==> src/rtl/stripe_32to2x8.sv <==
// Word-to-lane striper: serialises 32-bit (or 16-bit in half mode) words onto two
// byte lanes, low half first, with a shared half selector for the downstream demux.
module stripe_32to2x8 #(
    parameter int LANE_W = 8
) (
    input  logic                clk,
    input  logic                reset,
    input  logic [4*LANE_W-1:0] dataIn,
    input  logic                validIn,
    input  logic                mode16,
    output logic                readyOut,
    output logic [LANE_W-1:0]   dataOut0,
    output logic [LANE_W-1:0]   dataOut1,
    output logic                validOut0,
    output logic                validOut1,
    output logic                selector,
    output logic [7:0]          wordCount
);

    typedef enum logic [1:0] {
        IDLE    = 2'd0,
        LO_PEND = 2'd1,
        LAST    = 2'd2
    } state_t;

    state_t              state;
    state_t              state_next;
    logic [2*LANE_W-1:0] hold;
    logic [2*LANE_W-1:0] hold_next;
    logic [LANE_W-1:0]   data0_next;
    logic [LANE_W-1:0]   data1_next;
    logic                valid_q;
    logic                valid_next;
    logic                sel_next;
    logic [7:0]          count_next;
    logic                accept;

    // Only the cycle that shows a low half with its high half still held refuses input,
    // so 32-bit words stream at one per two cycles and half-mode words at one per cycle.
    assign readyOut = (state != LO_PEND);
    assign accept   = validIn & readyOut;

    always_comb begin
        // NOTE: every output of this block gets a default first, so no path infers a latch.
        state_next = IDLE;
        hold_next  = hold;
        data0_next = '0;
        data1_next = '0;
        valid_next = 1'b0;
        sel_next   = 1'b0;
        count_next = wordCount;

        if (accept) begin
            data0_next = dataIn[LANE_W-1:0];
            data1_next = dataIn[2*LANE_W-1:LANE_W];
            valid_next = 1'b1;
            hold_next  = dataIn[4*LANE_W-1:2*LANE_W];
            count_next = wordCount + 8'd1;
            state_next = mode16 ? LAST : LO_PEND;
        end else if (state == LO_PEND) begin
            data0_next = hold[LANE_W-1:0];
            data1_next = hold[2*LANE_W-1:LANE_W];
            valid_next = 1'b1;
            sel_next   = 1'b1;
            state_next = LAST;
        end
    end

    always_ff @(posedge clk or negedge reset) begin
        if (!reset) begin
            state     <= IDLE;
            hold      <= '0;
            dataOut0  <= '0;
            dataOut1  <= '0;
            valid_q   <= 1'b0;
            selector  <= 1'b0;
            wordCount <= '0;
        end else begin
            // NOTE: sequential state uses non-blocking assignments so all registers update together.
            state     <= state_next;
            hold      <= hold_next;
            dataOut0  <= data0_next;
            dataOut1  <= data1_next;
            valid_q   <= valid_next;
            selector  <= sel_next;
            wordCount <= count_next;
        end
    end

    // Both lanes always carry the same half, so one register drives both valids.
    assign validOut0 = valid_q;
    assign validOut1 = valid_q;

endmodule
==> config.mk <==
export PLATFORM = sky130hd
export DESIGN_NAME = stripe_32to2x8
export DESIGN_NICKNAME = d
export VERILOG_FILES = /design/src/rtl/stripe_32to2x8.sv
export SDC_FILE = /design/constraint.sdc
export NUM_CORES = 1
export LEC_CHECK = 0
export CAP_MARGIN = 20
export CORE_MARGIN = 2
export CORE_UTILIZATION = 39
export CTS_CLUSTER_SIZE = 25
export DETAILED_ROUTE_END_ITERATION = 10
export PLACE_DENSITY = 0.81
export RECOVER_POWER = 25
export SYNTH_ARGS = -nofsm -noshare
export SYNTH_HDL_FRONTEND = slang
export SYNTH_SLANG_ARGS = --single-unit
==> constraint.sdc <==
create_clock -name clk -period 1.3 [get_ports clk]
set_input_delay 0.26 -clock clk [delete_from_list [all_inputs] [get_ports clk]]
set_output_delay 0.26 -clock clk [all_outputs]
set_load 0.05 [all_outputs]
==> impl_results.md, run 1 <==
* Status: complete, no violations
* Unrepaired setup endpoints after global routing: no
* Initial DRC Count at 116
* Number of warnings issued by yosys at 0
* Final number of hold-violating endpoints at 0
* Cell class contributing the biggest share of worst-path delay: flip-flops
* Total internal power at 2.77 mW
* Peak fanout along the critical path at 7
* Flop2flop setup slack at 0.11 ns
* Final worst clock skew at 0.00480 ns
* Fraction of power spent switching nets at 34.1%
* Sequential cell area fraction in the yosys report at 65.7%
* Number of buffers created by CTS at 5
* Overall track demand over capacity in global routing at 15.2%
* Buffers from clock root to sink, at most at 2
* Design Power at 4.19 mW
* Core region area at 4060 sq um
* Antenna violations before repair at 0
* Clock insertion delay at the later pin of the skew report at 0.29 ns
* Final hold slack at 0.477 ns
* Number of distinct standard cells referenced by the synthesized netlist at 19
* Die span in x at 69.6 um
* Average instance area after synthesis at 11.6 sq um
* Average wire length per cell after detail routing at 13.0 um
* Slowest cell on the critical path: dfrtp_1
* Type of the worst min-delay path: reg -> reg
* HPWL after detailed placement at 2590 um
* Max cap viols at 0
* Area of the mapped netlist at 1680 sq um
* Worst hold stages at 2
* Cells traversed along the worst timing path: nand2b_4, buf_12
* Lkg Pwr at 1.31 nW
* Detailed Routing Iterations Pass 1 at 4
* Cells after Synth at 145
* Number of buffers and inverters on the critical path at 1
* Via total after detailed routing at 1,254
* Type of element capturing the critical path: output pin
* TritonCTS clock tree: built
* Leading cell type in the layout, fill and taps excluded: nand2_1
* Die height at 69.6 um
* Die area at 4840 sq um
* Pin count of the biggest net entering global routing at 45
* Relative max-transition margin at 61.3%
* Post-layout net count at 250
* Final max-slew violation count at 0
* Crit. path cell count at 2
* Worst path required time at 1.04 ns
* Synth-to-Final Area Change at 63.7%
* Sequential Power Share at 42.8%
* Capture point of the worst reg-to-reg path: dataOut0[2]$_DFF_PN0_
* Sw Pwr at 1.43 mW
* Data arrival time of the critical path at 0.99 ns
* Highest Clock Rate at 803 MHz
* Starting density of the core at 41.3%
* Proportion of power drawn by the clock network at 18.6%
* Post-CTS setup buffers at 0
* Fraction of final layout cells with drive strength greater than 1 at 23.0%
* Tmin final at 1.25 ns
* FF+latch count, synth at 44
* M1 GR Usage at 18.7%
* Largest incremental delay on the critical path at 0.36 ns
* CP Launch Type: flip-flop
* Congestion Overflow GR at 0
* Clock Pin Slew Worst Setup and Hold Paths at 0.07 ns
* Syn Nets at 182
* Number of global-route vias before repair at 1,187
* Transition time of the tightest slew-check pin at 0.580 ns
* Leading cell types in the layout, fill and taps excluded: nand2_1 (56), dfrtp_1 (39), clkdlybuf4s50_1 (34), buf_12 (31), a22o_1 (16)
* Core occupancy in the finished layout at 67.7%
* Number of setup violations in the final report at 0
* Final routed wirelength across all metal layers at 3430 um
* Layer carrying the most global-route usage: met2
* Root buffer cell: clkbuf_8
* Worst reg2reg path startpoint: state[1]$_DFF_PN0_
* Worst voltage drop across the vdd grid at 0.902 mV
* Total clock sinks at 44
* Ratio of routed vias to standard cells at 4.77
* Total power density per cell area at 1530 nW/um^2
* DRC Markers at 0
* Combinational group share of total power at 38.5%
* Number of fill cells in the layout at 282
* Critical path type: reg -> out
* Row cnt at 23
* Worst Min Path Start: hold[7]$_DFFE_PN0P_
* Hold Path End: hold[7]$_DFFE_PN0P_
* Wire length of the first global-routing pass at 5750 um
* Met3 usage in global routing at 4.51%
* ANT cells at 0
* Last weighted congestion value of the routability-driven placer at 0.730
* Antenna-violating nets left at 0
* Crit share post-route at 95.8%
* Resized Gates After CTS at 0
* Met2 global-route usage at 25.7%
* Total number of H-tree levels at 2
* # port buffers at 63
* Number of ports placed on the die boundary at 64
* Count of cells along the worst register-to-register path at 4
==> cells in the mapped netlist, drive strengths merged <==
master   n  area [sq um]
a22o    16           140
and2     1          8.76
and3     1          6.26
buf      8          70.1
clkinv   1          3.75
dfrtp   44          1100
ha       1          12.5
nand2   57           216
nand2b   2          20.0
nand3    1          5.00
nand4    3          18.8
nor2     2          7.51
nor3     1          5.00
xnor2    5          43.8
xor2     2          17.5
==> layer usage <==
layer	up-vias	part of all wire (%)
li1	608	-
met1	601	39
met2	41	54
met3	4	6.4
met4	0	0.96
met5	-	0
==> tightest hold or removal path: stages (launching register included) <==
cell     delay, ns
dfrtp_1       0.34
nand2_1       0.05
nand2_1       0.05
==> layout make-up <==
type,count,area (sq um),area share [%]
repair buffers,69,991,36.1
clock buffers,6,72.6,2.64
flip-flops and latches,44,1110,40.3
inverters,1,5.00,0.182
well taps,50,62.6,2.28
clock inverters,1,5.00,0.182
multi-input cells,92,502,18.3
==> power groups by stage <==
stage	logic, mW	clock network (mW)	registers, mW
2_1_floorplan	0.314	0	2.23
3_3_place_gp	1.61	0	1.82
3_5_place_dp	1.64	0	1.83
4_1_cts	1.64	0.803	1.80
5_1_grt	1.69	0.870	1.83
6_report	1.62	0.781	1.80
==> flip-flops by register name (all words and copies together) (netlist names) <==
name,cells
state,2
hold,16
wordCount,8
selector,1
dataOut1,8
dataOut0,8
validOut0,1
==> kinds of logic (layout without fill, tap and decap cells) <==
| kind of cell | after synthesis | in the layout | synth area share (%) |
|---|---|---|---|
| adder cells (fa/ha/maj) | 1 | 1 | 0.746 |
| flip-flops | 44 | 44 | 65.7 |
| XOR/XNOR | 7 | 7 | 3.66 |
| buffers and inverters | 9 | 77 | 4.40 |
| AO/OA/AOI/OAI | 16 | 16 | 8.36 |
| AND/OR/NAND/NOR | 68 | 68 | 17.2 |
==> what timing repair did <==
item,in CTS,in global routing
endpoints found under the hold margin,44,0
hold buffers,1,0
setup endpoints to repair,0,0
==> metrics by stage <==
step | setup TNS [ns] | cells | area, sq um | worst slack (ns)
floorplan | 0 | 145 | 1690 | 0.00928
global placement | -3.28 | 255 | 2670 | -0.123
detailed placement | -3.78 | 255 | 2670 | -0.170
CTS | 0 | 263 | 2760 | 0.0369
global route | 0 | 263 | 2750 | 0.0147
finish | 0 | 263 | 2750 | 0.0543
==> worst max-delay path by stage <==
stage	end	start	slack [ns]
floorplan	dataOut1[1]$_DFF_PN0_	state[1]$_DFF_PN0_	0.009
global placement	wordCount[6]$_DFFE_PN0P_	validIn	-0.12
detailed placement	wordCount[3]$_DFFE_PN0P_	validIn	-0.17
CTS	readyOut	state[1]$_DFF_PN0_	0.04
global route	readyOut	state[1]$_DFF_PN0_	0.01
finish	readyOut	state[1]$_DFF_PN0_	0.05
(Power assumes the default switching activity.)
==> run 2: changes to the inputs <==
- ABC_CLOCK_PERIOD_IN_PS: default -> 1300
==> results of run 2 <==
The final DEF is identical to that of run 1; final timing and power are the same.
==> run 3: changes to the inputs <==
- CTS_CLUSTER_SIZE: 25 -> 16
- SLEW_MARGIN: default -> 20
==> results of run 3 <==
The final DEF is identical to that of run 1; final timing and power are the same.
